`config.mk`:
```
export PLATFORM = sky130hd
export DESIGN_NAME = serial_input_regs
export DESIGN_NICKNAME = d
export VERILOG_FILES = /design/src/rtl/serial_input_regs_pkg.sv /design/src/rtl/serial_input_regs_uart_rx_byte.sv /design/src/rtl/serial_input_regs.sv
export SDC_FILE = /design/constraint.sdc
export NUM_CORES = 1
export LEC_CHECK = 0
export CORE_UTILIZATION = 49
export DETAILED_ROUTE_END_ITERATION = 8
export PLACE_DENSITY = 0.78
export SYNTH_ARGS = -nofsm -noshare
export SYNTH_HDL_FRONTEND = slang
export SYNTH_SLANG_ARGS = --single-unit
```
`constraint.sdc`:
```
create_clock -name clock -period 4.95 [get_ports clock]
set_input_delay 1.485 -clock clock [delete_from_list [all_inputs] [get_ports clock]]
set_output_delay 1.485 -clock clock [all_outputs]
set_load 0.05 [all_outputs]
```
`src/rtl/serial_input_regs_pkg.sv`:
```
// Shared types for the host-to-AGC serial input path: register selects, frame tag,
// error codes and FSM state encodings.
package serial_input_regs_pkg;

  typedef enum logic [4:0] {
    SEL_VERB         = 5'd0,
    SEL_NOUN         = 5'd1,
    SEL_MISSION_TIME = 5'd2,
    SEL_APOGEE       = 5'd3,
    SEL_PERIGEE      = 5'd4
  } sel_e;

  localparam logic [2:0] HDR_TAG = 3'b101;

  typedef enum logic [2:0] {
    ERR_NONE     = 3'd0,
    ERR_FRAMING  = 3'd1,
    ERR_HEADER   = 3'd2,
    ERR_SELECT   = 3'd3,
    ERR_TIMEOUT  = 3'd4,
    ERR_CHECKSUM = 3'd5
  } err_e;

  typedef enum logic [1:0] {
    P_HDR = 2'd0,
    P_HI  = 2'd1,
    P_LO  = 2'd2,
    P_CK  = 2'd3
  } pstate_e;

  typedef enum logic [1:0] {
    RX_IDLE  = 2'd0,
    RX_START = 2'd1,
    RX_DATA  = 2'd2,
    RX_STOP  = 2'd3
  } rxstate_e;

endpackage

```
`src/rtl/serial_input_regs_uart_rx_byte.sv`:
```
// UART byte receiver: 2-flop rx synchronizer plus start/data/stop FSM.
// IDLE: wait for low | START: confirm start mid-bit | DATA: 8 LSB-first samples | STOP: check stop bit
module uart_rx_byte
  import serial_input_regs_pkg::*;
#(
  parameter int CLKS_PER_BIT = 434
) (
  input  logic       clock,
  input  logic       reset,
  input  logic       rx,
  output logic       byte_valid,
  output logic [7:0] byte_data,
  output logic       frame_err
);

  localparam int CW = $clog2(CLKS_PER_BIT + 1);
  localparam logic [CW-1:0] FULL_LOAD = CW'(CLKS_PER_BIT);
  localparam logic [CW-1:0] HALF_LOAD = CW'(CLKS_PER_BIT / 2);

  logic           sync1_q, rx_s_q;
  rxstate_e       state_q, state_d;
  logic [CW-1:0]  cnt_q, cnt_d;
  logic [2:0]     bit_q, bit_d;
  logic [7:0]     shift_q, shift_d;
  logic           valid_q, valid_d;
  logic           ferr_q, ferr_d;
  logic           expire;

  always_ff @(posedge clock) begin
    if (reset) begin
      sync1_q <= 1'b1;
      rx_s_q  <= 1'b1;
      state_q <= RX_IDLE;
      cnt_q   <= '0;
      bit_q   <= '0;
      shift_q <= '0;
      valid_q <= 1'b0;
      ferr_q  <= 1'b0;
    end else begin
      sync1_q <= rx;
      rx_s_q  <= sync1_q;
      state_q <= state_d;
      cnt_q   <= cnt_d;
      bit_q   <= bit_d;
      shift_q <= shift_d;
      valid_q <= valid_d;
      ferr_q  <= ferr_d;
    end
  end

  // Terminal count at 1 keeps the bit period exactly CLKS_PER_BIT after a reload.
  always_comb begin
    state_d = state_q;
    cnt_d   = cnt_q;
    bit_d   = bit_q;
    shift_d = shift_q;
    valid_d = 1'b0;
    ferr_d  = 1'b0;
    expire  = (cnt_q == CW'(1));
    case (state_q)
      RX_IDLE: begin
        if (!rx_s_q) begin
          state_d = RX_START;
          cnt_d   = HALF_LOAD;
        end
      end
      RX_START: begin
        if (expire) begin
          if (!rx_s_q) begin
            state_d = RX_DATA;
            cnt_d   = FULL_LOAD;
            bit_d   = 3'd0;
          end else begin
            state_d = RX_IDLE;
          end
        end else begin
          cnt_d = cnt_q - 1'b1;
        end
      end
      RX_DATA: begin
        if (expire) begin
          shift_d = {rx_s_q, shift_q[7:1]};
          cnt_d   = FULL_LOAD;
          if (bit_q == 3'd7) state_d = RX_STOP;
          else               bit_d   = bit_q + 3'd1;
        end else begin
          cnt_d = cnt_q - 1'b1;
        end
      end
      RX_STOP: begin
        if (expire) begin
          state_d = RX_IDLE;
          if (rx_s_q) valid_d = 1'b1;
          else        ferr_d  = 1'b1;
        end else begin
          cnt_d = cnt_q - 1'b1;
        end
      end
      default: state_d = RX_IDLE;
    endcase
  end

  assign byte_valid = valid_q;
  assign byte_data  = shift_q;
  assign frame_err  = ferr_q;

endmodule

```
`src/rtl/serial_input_regs.sv`:
```
// Serial frame parser driving the five CPU input registers. Define FRAME_CHECKSUM_EN
// for a 4th XOR checksum byte. HDR: header | HI: data[14:8] | LO: data[7:0] | CK: checksum
module serial_input_regs
  import serial_input_regs_pkg::*;
#(
  parameter int CLKS_PER_BIT = 434,
  parameter int TIMEOUT_CLKS = 65535
) (
  input  logic        clock,
  input  logic        reset,
  input  logic        rx,
  output logic [14:0] dsky_verb_data,
  output logic [14:0] dsky_noun_data,
  output logic [14:0] mission_time_data,
  output logic [14:0] apogee_data,
  output logic [14:0] perigee_data,
  output logic        upd_valid,
  output logic [4:0]  upd_sel,
  output logic        err_pulse,
  output logic [2:0]  err_code
);

  localparam int TW = $clog2(TIMEOUT_CLKS + 1);
  localparam logic [TW-1:0] TMO_LOAD = TW'(TIMEOUT_CLKS - 1);

  logic        byte_valid, frame_err;
  logic [7:0]  byte_data;

  uart_rx_byte #(.CLKS_PER_BIT(CLKS_PER_BIT)) u_rx (
    .clock      (clock),
    .reset      (reset),
    .rx         (rx),
    .byte_valid (byte_valid),
    .byte_data  (byte_data),
    .frame_err  (frame_err)
  );

  pstate_e     state_q, state_d;
  logic [4:0]  sel_q, sel_d;
  logic [6:0]  hi_q, hi_d;
  logic [TW-1:0] tmo_q, tmo_d;
  logic [14:0] verb_q, verb_d, noun_q, noun_d, mt_q, mt_d, apo_q, apo_d, per_q, per_d;
  logic        upd_valid_q, upd_valid_d, err_pulse_q, err_pulse_d;
  logic [4:0]  upd_sel_q, upd_sel_d;
  logic [2:0]  err_code_q, err_code_d;
  logic        commit;
  logic [14:0] commit_data;
`ifdef FRAME_CHECKSUM_EN
  logic [7:0]  lo_q, lo_d, sum_q, sum_d;
`endif

  always_ff @(posedge clock) begin
    if (reset) begin
      state_q     <= P_HDR;
      sel_q       <= '0;
      hi_q        <= '0;
      tmo_q       <= TMO_LOAD;
      verb_q      <= '0;
      noun_q      <= '0;
      mt_q        <= '0;
      apo_q       <= '0;
      per_q       <= '0;
      upd_valid_q <= 1'b0;
      upd_sel_q   <= '0;
      err_pulse_q <= 1'b0;
      err_code_q  <= ERR_NONE;
`ifdef FRAME_CHECKSUM_EN
      lo_q        <= '0;
      sum_q       <= '0;
`endif
    end else begin
      state_q     <= state_d;
      sel_q       <= sel_d;
      hi_q        <= hi_d;
      tmo_q       <= tmo_d;
      verb_q      <= verb_d;
      noun_q      <= noun_d;
      mt_q        <= mt_d;
      apo_q       <= apo_d;
      per_q       <= per_d;
      upd_valid_q <= upd_valid_d;
      upd_sel_q   <= upd_sel_d;
      err_pulse_q <= err_pulse_d;
      err_code_q  <= err_code_d;
`ifdef FRAME_CHECKSUM_EN
      lo_q        <= lo_d;
      sum_q       <= sum_d;
`endif
    end
  end

  always_comb begin
    state_d     = state_q;
    sel_d       = sel_q;
    hi_d        = hi_q;
    verb_d      = verb_q;
    noun_d      = noun_q;
    mt_d        = mt_q;
    apo_d       = apo_q;
    per_d       = per_q;
    upd_valid_d = 1'b0;
    upd_sel_d   = upd_sel_q;
    err_pulse_d = 1'b0;
    err_code_d  = err_code_q;
    commit      = 1'b0;
    commit_data = '0;
`ifdef FRAME_CHECKSUM_EN
    lo_d        = lo_q;
    sum_d       = sum_q;
`endif
    // Gap timer restarts on every byte and idles at full count while waiting for a header.
    if (state_q == P_HDR || byte_valid) tmo_d = TMO_LOAD;
    else if (tmo_q != '0)               tmo_d = tmo_q - 1'b1;
    else                                tmo_d = tmo_q;

    if (frame_err) begin
      err_pulse_d = 1'b1;
      err_code_d  = ERR_FRAMING;
      state_d     = P_HDR;
    end else if (byte_valid) begin
      case (state_q)
        P_HDR: begin
          if (byte_data[7:5] != HDR_TAG) begin
            err_pulse_d = 1'b1;
            err_code_d  = ERR_HEADER;
          end else if (byte_data[4:0] > SEL_PERIGEE) begin
            err_pulse_d = 1'b1;
            err_code_d  = ERR_SELECT;
          end else begin
            sel_d   = byte_data[4:0];
            state_d = P_HI;
`ifdef FRAME_CHECKSUM_EN
            sum_d   = byte_data;
`endif
          end
        end
        P_HI: begin
          if (byte_data[7]) begin
            err_pulse_d = 1'b1;
            err_code_d  = ERR_HEADER;
            state_d     = P_HDR;
          end else begin
            hi_d    = byte_data[6:0];
            state_d = P_LO;
`ifdef FRAME_CHECKSUM_EN
            sum_d   = sum_q ^ byte_data;
`endif
          end
        end
        P_LO: begin
`ifdef FRAME_CHECKSUM_EN
          lo_d    = byte_data;
          sum_d   = sum_q ^ byte_data;
          state_d = P_CK;
`else
          commit      = 1'b1;
          commit_data = {hi_q, byte_data};
          state_d     = P_HDR;
`endif
        end
`ifdef FRAME_CHECKSUM_EN
        P_CK: begin
          if (byte_data == sum_q) begin
            commit      = 1'b1;
            commit_data = {hi_q, lo_q};
          end else begin
            err_pulse_d = 1'b1;
            err_code_d  = ERR_CHECKSUM;
          end
          state_d = P_HDR;
        end
`endif
        default: state_d = P_HDR;
      endcase
    end else if (state_q != P_HDR && tmo_q == '0) begin
      err_pulse_d = 1'b1;
      err_code_d  = ERR_TIMEOUT;
      state_d     = P_HDR;
    end

    if (commit) begin
      upd_valid_d = 1'b1;
      upd_sel_d   = sel_q;
      case (sel_q)
        SEL_VERB:         verb_d = commit_data;
        SEL_NOUN:         noun_d = commit_data;
        SEL_MISSION_TIME: mt_d   = commit_data;
        SEL_APOGEE:       apo_d  = commit_data;
        SEL_PERIGEE:      per_d  = commit_data;
        default: ;
      endcase
    end
  end

  assign dsky_verb_data    = verb_q;
  assign dsky_noun_data    = noun_q;
  assign mission_time_data = mt_q;
  assign apogee_data       = apo_q;
  assign perigee_data      = per_q;
  assign upd_valid         = upd_valid_q;
  assign upd_sel           = upd_sel_q;
  assign err_pulse         = err_pulse_q;
  assign err_code          = err_code_q;

endmodule
```
==> results of run 1 <==
synth_stat cells, drive strengths merged (2+ instances only):
cell     count  area [um^2]
o31ai        2         15.0
nand2b       4         25.0
and3b        2         17.5
mux2i       76          761
dfxtp      141         2820
nand3       28          140
inv         12         45.0
nor3        18         95.1
nor4b        2         17.5
a211oi       3         22.5
xor2         6         52.6
ha          10          125
xnor2        5         43.8
nor2       103          389
o21bai       2         15.0
clkbuf      35          131
and2         3         18.8
a21oi       44          220
or3b         3         26.3
o211ai       4         30.0
o2111ai      3         26.3
or3          7         43.8
nor4         9         56.3
or2          6         37.5
nor3b        4         30.0
o21a         2         15.0
o21ai       23          115
nor2b        6         37.5
a31oi        2         12.5
buf          7         35.0
nand4        2         12.5
or4          7         52.6
nand2       52          195
layout by cell type (no fill, tap or decap), types with 9 or more instances in the layout:
cell type,Yosys,layout
sky130_fd_sc_hd__clkbuf_16,0,17
sky130_fd_sc_hd__inv_1,12,12
sky130_fd_sc_hd__nor2_1,102,102
sky130_fd_sc_hd__clkdlybuf4s50_1,0,86
sky130_fd_sc_hd__mux2i_1,76,76
sky130_fd_sc_hd__nand2_1,52,52
sky130_fd_sc_hd__ha_1,10,10
sky130_fd_sc_hd__a21oi_1,44,44
sky130_fd_sc_hd__nor4_1,9,9
sky130_fd_sc_hd__dfxtp_1,141,141
sky130_fd_sc_hd__o21ai_0,23,23
sky130_fd_sc_hd__nand3_1,28,28
sky130_fd_sc_hd__nor3_1,17,17
report_power, final:
group          switching (W)  internal [W]  total (W)
combinational       0.000119     0.0000656   0.000184
sequential         0.0000164       0.00115    0.00116
clock               0.000508      0.000765    0.00127
total               0.000643       0.00198    0.00262
worst paths after layout:
path / from / endpoint / slack (ns) / depth (start not counted)
setup / recovery: apogee_data[12] / apogee_data[12] / 1.85 / 1
hold / removal: u_rx.sync1_q / u_rx.rx_s_q / 0.43 / 1
setup reg to reg: u_rx.frame_err / apogee_data[12] / 2.01 / 5
hold reg to reg: u_rx.sync1_q / u_rx.rx_s_q / 0.43 / 1
sequential cells by signal, indices dropped and copies added (netlist names), 8 cells and up, named ones only:
signal,count
u_rx.cnt_q,9
u_rx.byte_data,8
tmo_q,16
mission_time_data,15
dsky_verb_data,15
perigee_data,15
dsky_noun_data,15
apogee_data,15
area by class of cell:
cell class              count  area, um^2
fillers                   914        4150
flip-flops and latches    141        2820
multi-input cells         451        2770
repair buffers             92         906
clock buffers              18         439
well taps                 143         179
clock inverters            14         160
inverters                  12        45.0
cells by family after synthesis:
group,Yosys count
compound gates,93
buf+inv,54
flops,141
simple gates,261
mux,76
fa+ha+maj,10
xor+xnor,11
metal layers:
layer	vias up	global-route usage, %	wire length, um
met1	2354	29.3	6210
met5	-	0	0
met3	29	4.70	798
met4	0	10.1	308
met2	183	40.0	7020
li1	2374	-	-
per-stage QoR:
step | instances | utilization [%] | cell area, um^2 | hold WS, ns | total power, W
after floorplan | 646 | - | 5800 | 0.389 | 0.00133
after global placement | 839 | 58.6 | 6720 | 0.423 | 0.00136
after detailed placement | 839 | 58.6 | 6720 | 0.410 | 0.00137
after CTS | 871 | 63.8 | 7320 | 0.435 | 0.00263
after global routing | 871 | 63.8 | 7320 | 0.449 | 0.00270
final | 871 | 63.8 | 7320 | 0.433 | 0.00262
==> run metrics, run 1 <==
DR iter-0 viols=369; Rows=39; Arrival @ worst endpoint=roughly 1.6 ns; path type of the worst setup path=reg -> out; cell count after synthesis=between 600 and 700; # hold bufs at CTS=0; clock transition at the registers of the reported paths=roughly 0.060 ns; library cells used by synthesis=50; wire length of the first global-routing pass=23200 um; Clock Tree Buf Depth=2; adder-cell share of the synthesized area=approximately 2.2%; part of the Yosys area used for sequential elements=between 40 and 50%; Max-Slew Margin vs Limit=between 20% and 30%; highest fanout seen on the critical path=2; clock latency on the worst-skew pair=0.42 ns; dpl hpwl=~9400 um; MaxCap Viol Count=0; worst clock skew=about 0.0064 ns; count of final setup violators=0; Netlist Area Pre-Place=a little under 6000 um^2; count of final max-slew check failures=0; mux cell area share after synthesis=a little over an eighth; nets in the synthesized netlist=between 600 and 700; initial standard-cell utilization of the core=50.6%; IO buf count=87; proportion of register bits with asynchronous set or reset after synthesis=0%; total power divided by cell area=~360 nW/um^2; horizontal extent of the die=about 110 um; unrepaired setup endpoints after global routing=false; run status=complete, no violations; number of global-route vias before repair=4641; top-level I/O count=slightly below 90; drt first pass iters=5; vertical die dimension=between 100 and 150 um; area fraction in compound gates after synthesis=a little under a tenth; fraction of layout instances using a drive strength above 1=approximately 6.9%; post-synthesis xor/xnor area fraction=around 1.7%; cell at the root of the clock tree=sky130_fd_sc_hd__clkbuf_16; DRC Markers=0; growth of design area from synthesis to finish=26.2%; Final #Nets=728; most common flop cell mapped by yosys=sky130_fd_sc_hd__dfxtp_1; Final min period=roughly 3.1 ns; worst path buffer plus inverter count=1; post-CTS repair timing setup buffer count=0; antenna violation net count after detailed routing=0; final period utilization=62.6%; element type at the critical path start=flop; Hold Violations, Final=0; Static Leak=a little over 3 nW; cell breakdown of the critical path=clkdlybuf4s50_1; number of buffers created by CTS=17; number of diodes=0; Clock H-tree levels=4; class of the tightest hold or removal check=reg -> reg; last weighted congestion value of the routability-driven placer=0.819; worst-case setup slack after placement=1.96 ns; combinational family with the most area after synthesis=simple AND/OR/NAND/NOR gates; f_max=approximately 320 MHz; worst supply voltage drop on vdd=about 200 uV; delay contributed by the slowest stage of the critical path=around 0.82 ns; area enclosed by the die boundary=between 10000 and 15000 um^2; Syn Area/Cell=8.98 um^2; crit path capture type=primary output; area share of and/or/nand/nor cells after synthesis=about a fifth; WP data required=about 3.5 ns; number of vias per cell=between 5 and 6; yosys synthesis warning count=0; largest net degree at the start of global routing=85; Least-Margin Pin Slew=between 1 and 1.5 ns; cell class contributing the biggest share of worst-path delay=buffers and inverters; aggregate global routing overflow=0; Tot GR Track Use=23.7%; antenna violations before repair=0; crit path setup slack, layout=roughly 1.8 ns; floorplan core area=between 10000 and 15000 um^2; wire length reported by the detailed router=14300 um; flops & latches, synth=roughly 140; via count of the routed design=4940; number of clock sinks seen by CTS=approximately 140; WL/cell=roughly 16 um; TritonCTS clock tree=done; worst-path cell with the longest stage delay=sky130_fd_sc_hd__clkdlybuf4s50_1; Resized Gates After CTS=0; TNS Setup=0 ns; number of synthesized flops with an enable pin=0
Note: power is estimated with default switching activity, not from simulation.
==> run 2: changes to the inputs <==
==> constraint.sdc (replaced) <==
create_clock -name clock -period 3.07 [get_ports clock]
set_input_delay 0.921 -clock clock [delete_from_list [all_inputs] [get_ports clock]]
set_output_delay 0.921 -clock clock [all_outputs]
set_load 0.05 [all_outputs]
==> run metrics, run 2 (synthesized netlist as in run 1, its figures left out) <==
fraction of layout instances using a drive strength above 1=7.50%; number of vias per cell=between 5 and 6; worst supply voltage drop on vdd=around 410 uV; wire length of the first global-routing pass=between 20000 and 25000 um; DR iter-0 viols=between 300 and 400; Net Sw Frac=around a quarter; class of the tightest hold or removal check=reg -> reg; Post-Layout Cell Count=876; reg2reg path depth=7; Crit path depth=1; element type at the critical path start=flop; highest fanout seen on the critical path=2; top-level I/O count=88; IO buf count=87; worst-path cell with the longest stage delay=sky130_fd_sc_hd__clkdlybuf4s50_1; Resized Gates After CTS=0; worst clock skew=~0.006 ns; clock latency on the worst-skew pair=roughly 0.42 ns; area enclosed by the die boundary=roughly 12000 um^2; Clock H-tree levels=4; DRC Markers=0; Top reg by flops=tmo_q; final period utilization=83.2%; crit path capture type=primary output; Sequential Area=about 2800 um^2; Arrival @ worst endpoint=~1.6 ns; leading cell type in the layout, fill and taps excluded=sky130_fd_sc_hd__dfxtp_1; Rows=39; wire length reported by the detailed router=14100 um; multi-input gate area in the final layout=about 2800 um^2; number of flip-flops in the largest register=16; register-to-register setup slack=~0.60 ns; f_max=391 MHz; initial standard-cell utilization of the core=about half; post-layout power=about 0.0042 W; antenna violation net count after detailed routing=0; most frequent cells in the layout=141 x sky130_fd_sc_hd__dfxtp_1, 102 x sky130_fd_sc_hd__nor2_1, 86 x sky130_fd_sc_hd__clkdlybuf4s50_1, 76 x sky130_fd_sc_hd__mux2i_1, 52 x sky130_fd_sc_hd__nand2_1; DP Cell Count=about 840; TNS Setup=0 ns; Design Area, Final=roughly 7400 um^2; total power divided by cell area=573 nW/um^2; largest net degree at the start of global routing=63; total net switching power=0.000997 W; via count of the routed design=4919; floorplan core area=about 11000 um^2; unrepaired setup endpoints after global routing=false; cell area after placement=6760 um^2; number of fillers in the final layout=around 920; Static Leak=just over 3 nW; path type of the worst setup path=reg -> out; number of buffers created by CTS=17; Tot GR Track Use=23.3%; Hold Violations, Final=0; vertical die dimension=approximately 110 um; worst path buffer plus inverter count=1; last weighted congestion value of the routability-driven placer=0.839; Internal=roughly 0.0032 W; clock transition at the registers of the reported paths=roughly 0.06 ns; delay contributed by the slowest stage of the critical path=~0.83 ns; drt first pass iters=5; number of diodes=0; hold_ws=around 0.46 ns; horizontal extent of the die=between 100 and 150 um; Least-Margin Pin Slew=a little over 0.6 ns; Clock Tree Buf Depth=2; number of global-route vias before repair=between 4000 and 5000; post-CTS repair timing setup buffer count=0; Final #Nets=roughly 730; run status=complete, no violations; count of final max-slew check failures=0; WP data required=2.15 ns; MaxCap Viol Count=0; number of clock sinks seen by CTS=141; WL/cell=approximately 16 um; relative contribution of combinational cells to total power=under 10%; Seq pwr share=about 44%; cell class contributing the biggest share of worst-path delay=buffers and inverters; part of the total power dissipated in the clock network=between 40% and 50%; cell at the root of the clock tree=sky130_fd_sc_hd__clkbuf_16; TritonCTS clock tree=done; growth of design area from synthesis to finish=26.9%; Max-Slew Margin vs Limit=roughly three fifths; dpl hpwl=9470 um; Final min period=between 2 and 3 ns; count of final setup violators=0; # hold bufs at CTS=0; aggregate global routing overflow=0; cell breakdown of the critical path=clkdlybuf4s50_1; WHS Path Cells=2; antenna violations before repair=0
[run 2: cell count changes in the layout (fill, tap and decap cells not counted)]
cell | previous run | this run
sky130_fd_sc_hd__buf_4 | 6 | 11
sky130_fd_sc_hd__clkbuf_8 | 1 | 3
sky130_fd_sc_hd__clkinv_2 | 1 | 2
sky130_fd_sc_hd__clkinv_4 | 4 | 3
sky130_fd_sc_hd__inv_6 | 3 | 2
sky130_fd_sc_hd__inv_8 | 1 | 0
[run 2: path summary, 6_finish.rpt]
| check | start | to |
|---|---|---|
| setup / recovery | err_code[0] | err_code[0] |
| hold / removal | dsky_verb_data[7] | dsky_verb_data[7] |
| setup reg to reg | u_rx.cnt_q[1] | flop |
| hold reg to reg | dsky_verb_data[7] | dsky_verb_data[7] |
[run 2: stage by stage]
step | worst slack (ns) | utilization [%]
floorplan | 0.757 | -
detailed placement | 0.614 | 58.9
global route | 0.463 | 64.2
global placement | 0.726 | 58.9
CTS | 0.515 | 64.2
finish | 0.516 | 64.2
[run 2: cell type report]
class / count / share of cell area (%)
repair buffers: 97 / 12.8
well taps: 143 / 2.43
inverters: 12 / 0.612
clock buffers: 20 / 6.34
multi-input cells: 451 / 37.6
flip-flops and latches: 141 / 38.4
clock inverters: 12 / 1.85
[run 2: layer usage]
layer | track usage [%] | up-vias | part of all wire, %
met3 | 4.76 | 21 | 5.9
met1 | 28.7 | 2349 | 43
met4 | 9.07 | 0 | 1.6
met2 | 39.8 | 170 | 49
met5 | 0 | - | 0
li1 | - | 2379 | -
[run 2: worst reg2reg max path: stages, from the launching register on]
cell	delay, ns
sky130_fd_sc_hd__dfxtp_1	0.33
sky130_fd_sc_hd__inv_1	0.08
sky130_fd_sc_hd__ha_1	0.18
sky130_fd_sc_hd__or3b_1	0.46
sky130_fd_sc_hd__or3_1	0.48
sky130_fd_sc_hd__a211o_1	0.31
sky130_fd_sc_hd__or3b_1	0.38
sky130_fd_sc_hd__a21oi_1	0.17
[run 2: power groups by stage]
stage | registers [W] | clock network [W] | logic, W
CTS | 0.00187 | 0.00207 | 0.000291
finish | 0.00187 | 0.00204 | 0.000299
global placement | 0.00191 | 0 | 0.000279
global route | 0.00188 | 0.00216 | 0.000327
floorplan | 0.00190 | 0 | 0.000235
detailed placement | 0.00191 | 0 | 0.000289
==> run 3: changes to the inputs <==
--- a/config.mk
+++ b/config.mk
@@ -7,7 +7,7 @@
 export LEC_CHECK = 0
 export CORE_UTILIZATION = 49
 export DETAILED_ROUTE_END_ITERATION = 8
-export PLACE_DENSITY = 0.78
+export PLACE_DENSITY = 0.81
 export SYNTH_ARGS = -nofsm -noshare
 export SYNTH_HDL_FRONTEND = slang
 export SYNTH_SLANG_ARGS = --single-unit
==> constraint.sdc (replaced) <==
create_clock -name clock -period 2.33 [get_ports clock]
set_input_delay 0.699 -clock clock [delete_from_list [all_inputs] [get_ports clock]]
set_output_delay 0.699 -clock clock [all_outputs]
set_load 0.05 [all_outputs]
==> run metrics, run 3 (synthesized netlist as in run 1, its figures left out) <==
crit path capture type=primary output; clock latency on the worst-skew pair=0.42 ns; antenna violation net count after detailed routing=0; final period utilization=between 90% and 100%; WL/cell=approximately 17 um; Final #Nets=roughly 750; number of flip-flops in the largest register=16; number of diodes=0; number of buffers created by CTS=17; Arrival @ worst endpoint=between 1.5 and 2 ns; crit path setup slack, layout=0.0224 ns; WP data required=about 1.6 ns; count of final max-slew check failures=0; aggregate global routing overflow=0; horizontal extent of the die=111 um; growth of design area from synthesis to finish=30.0%; DR iter-0 viols=398; antenna violations before repair=0; worst path buffer plus inverter count=1; last weighted congestion value of the routability-driven placer=approximately 0.9; number of global-route vias before repair=roughly 5000; Post-Layout Cell Count=894; wire length of the first global-routing pass=between 20000 and 25000 um; Least-Margin Pin Slew=just over 0.5 ns; dpl hpwl=between 10000 and 15000 um; Clock H-tree levels=4; # hold bufs at CTS=0; DP Cell Count=around 860; path type of the worst setup path=reg -> out; worst clock skew=0.00810 ns; run status=complete, no violations; MaxCap Viol Count=0; Tot GR Track Use=24.3%; reg2reg path depth=7; highest fanout seen on the critical path=2; TritonCTS clock tree=done; Clock Tree Buf Depth=2; leading cell type in the layout, fill and taps excluded=sky130_fd_sc_hd__dfxtp_1; Max-Slew Margin vs Limit=64.6%; RR Startpoint=u_rx.cnt_q[1]; floorplan core area=approximately 11000 um^2; worst-path cell with the longest stage delay=sky130_fd_sc_hd__clkdlybuf4s50_1; final core utilization=about 66%; cell at the root of the clock tree=sky130_fd_sc_hd__clkbuf_16; number of vias per cell=around 5.7; register-to-register setup slack=around 0.090 ns; cell breakdown of the critical path=clkdlybuf4s50_1; worst supply voltage drop on vdd=~870 uV; f_max=between 400 and 500 MHz; top-level I/O count=88; Final min period=between 2 and 2.5 ns; Hold Violations, Final=0; worst-case setup slack after placement=about 0.064 ns; IO buf count=87; Crit path depth=1; wire length reported by the detailed router=14800 um; initial standard-cell utilization of the core=about half; number of clock sinks seen by CTS=between 100 and 150; DRC Markers=0; via count of the routed design=5080; uppermost routed layer=met4; count of final setup violators=0; end point of the critical path=dsky_noun_data[9]; sum of routed wire segments on met1=6290 um; Static Leak=3.25 nW; Crit. Startpoint=dsky_noun_data[9]; fraction of layout instances using a drive strength above 1=about 9.9%; Met2 Routed Length=7550 um; element type at the critical path start=flop; class of the tightest hold or removal check=reg -> reg; clock transition at the registers of the reported paths=0.06 ns; cell class contributing the biggest share of worst-path delay=buffers and inverters; drt first pass iters=6; total power divided by cell area=764 nW/um^2; Top reg by flops=tmo_q; area enclosed by the die boundary=around 12000 um^2; TNS Setup=0 ns; most frequent cells in the layout=141 x sky130_fd_sc_hd__dfxtp_1, 102 x sky130_fd_sc_hd__nor2_1, 81 x sky130_fd_sc_hd__clkdlybuf4s50_1, 76 x sky130_fd_sc_hd__mux2i_1, 52 x sky130_fd_sc_hd__nand2_1; critical hold path startpoint=u_rx.sync1_q; unrepaired setup endpoints after global routing=false; largest net degree at the start of global routing=37; vertical die dimension=111 um; total length of routed met3 wires=712 um; Rows=39; delay contributed by the slowest stage of the critical path=approximately 0.84 ns
[run 3: report_power, final]
| part | switching (W) | total, W | internal, W | leakage, nW |
|---|---|---|---|---|
| sequential | 0.0000300 | 0.00247 | 0.00244 | 1.14 |
| combinational | 0.000268 | 0.000431 | 0.000164 | 1.81 |
| clock | 0.00114 | 0.00287 | 0.00173 | 0.303 |
[run 3: final cells by class]
type	count	area (um^2)
Clock buffer	17	425
Clock inverter	15	203
Fill cell	871	3930
Inverter	12	45.0
Multi-Input combinational cell	451	2770
Sequential cell	141	2820
Tap cell	143	179
Timing Repair Buffer	115	1090
[run 3: worst min path at each step]
stage	end	slack, ns	cells past startpoint
2_1_floorplan	u_rx.rx_s_q	0.39	1
3_3_place_gp	u_rx.rx_s_q	0.44	1
3_5_place_dp	u_rx.rx_s_q	0.45	1
4_1_cts	dsky_verb_data[8]	0.46	2
5_1_grt	u_rx.rx_s_q	0.47	1
6_report	u_rx.rx_s_q	0.46	1
[run 3: worst reg2reg max path: cells and delay by family (launching register included)]
kind	cells	cell delay, ns
AO/OA/AOI/OAI	2	0.44
adder cells (fa/ha/maj)	1	0.20
buffers and inverters	1	0.08
flip-flops	1	0.33
AND/OR/NAND/NOR	3	1.12
[run 3: per-stage QoR]
stage                     hold slack (ns)  area (um^2)  power (W)
final                               0.457         7540    0.00576
after global routing                0.470         7540    0.00594
after CTS                           0.461         7520    0.00576
after detailed placement            0.448         6890    0.00293
after global placement              0.439         6890    0.00292
after floorplan                     0.389         5800    0.00282
[run 3: repair_timing]
item,4_1_cts,5_1_grt
buffers inserted,0,0
resized for setup,0,8
setup endpoints to repair,0,10
[run 3: metal layers]
layer | vias to the layer above | GRT usage, %
met5 | - | 0
li1 | 2426 | -
met3 | 29 | 4.48
met1 | 2450 | 29.1
met4 | 0 | 8.98
met2 | 175 | 43.2
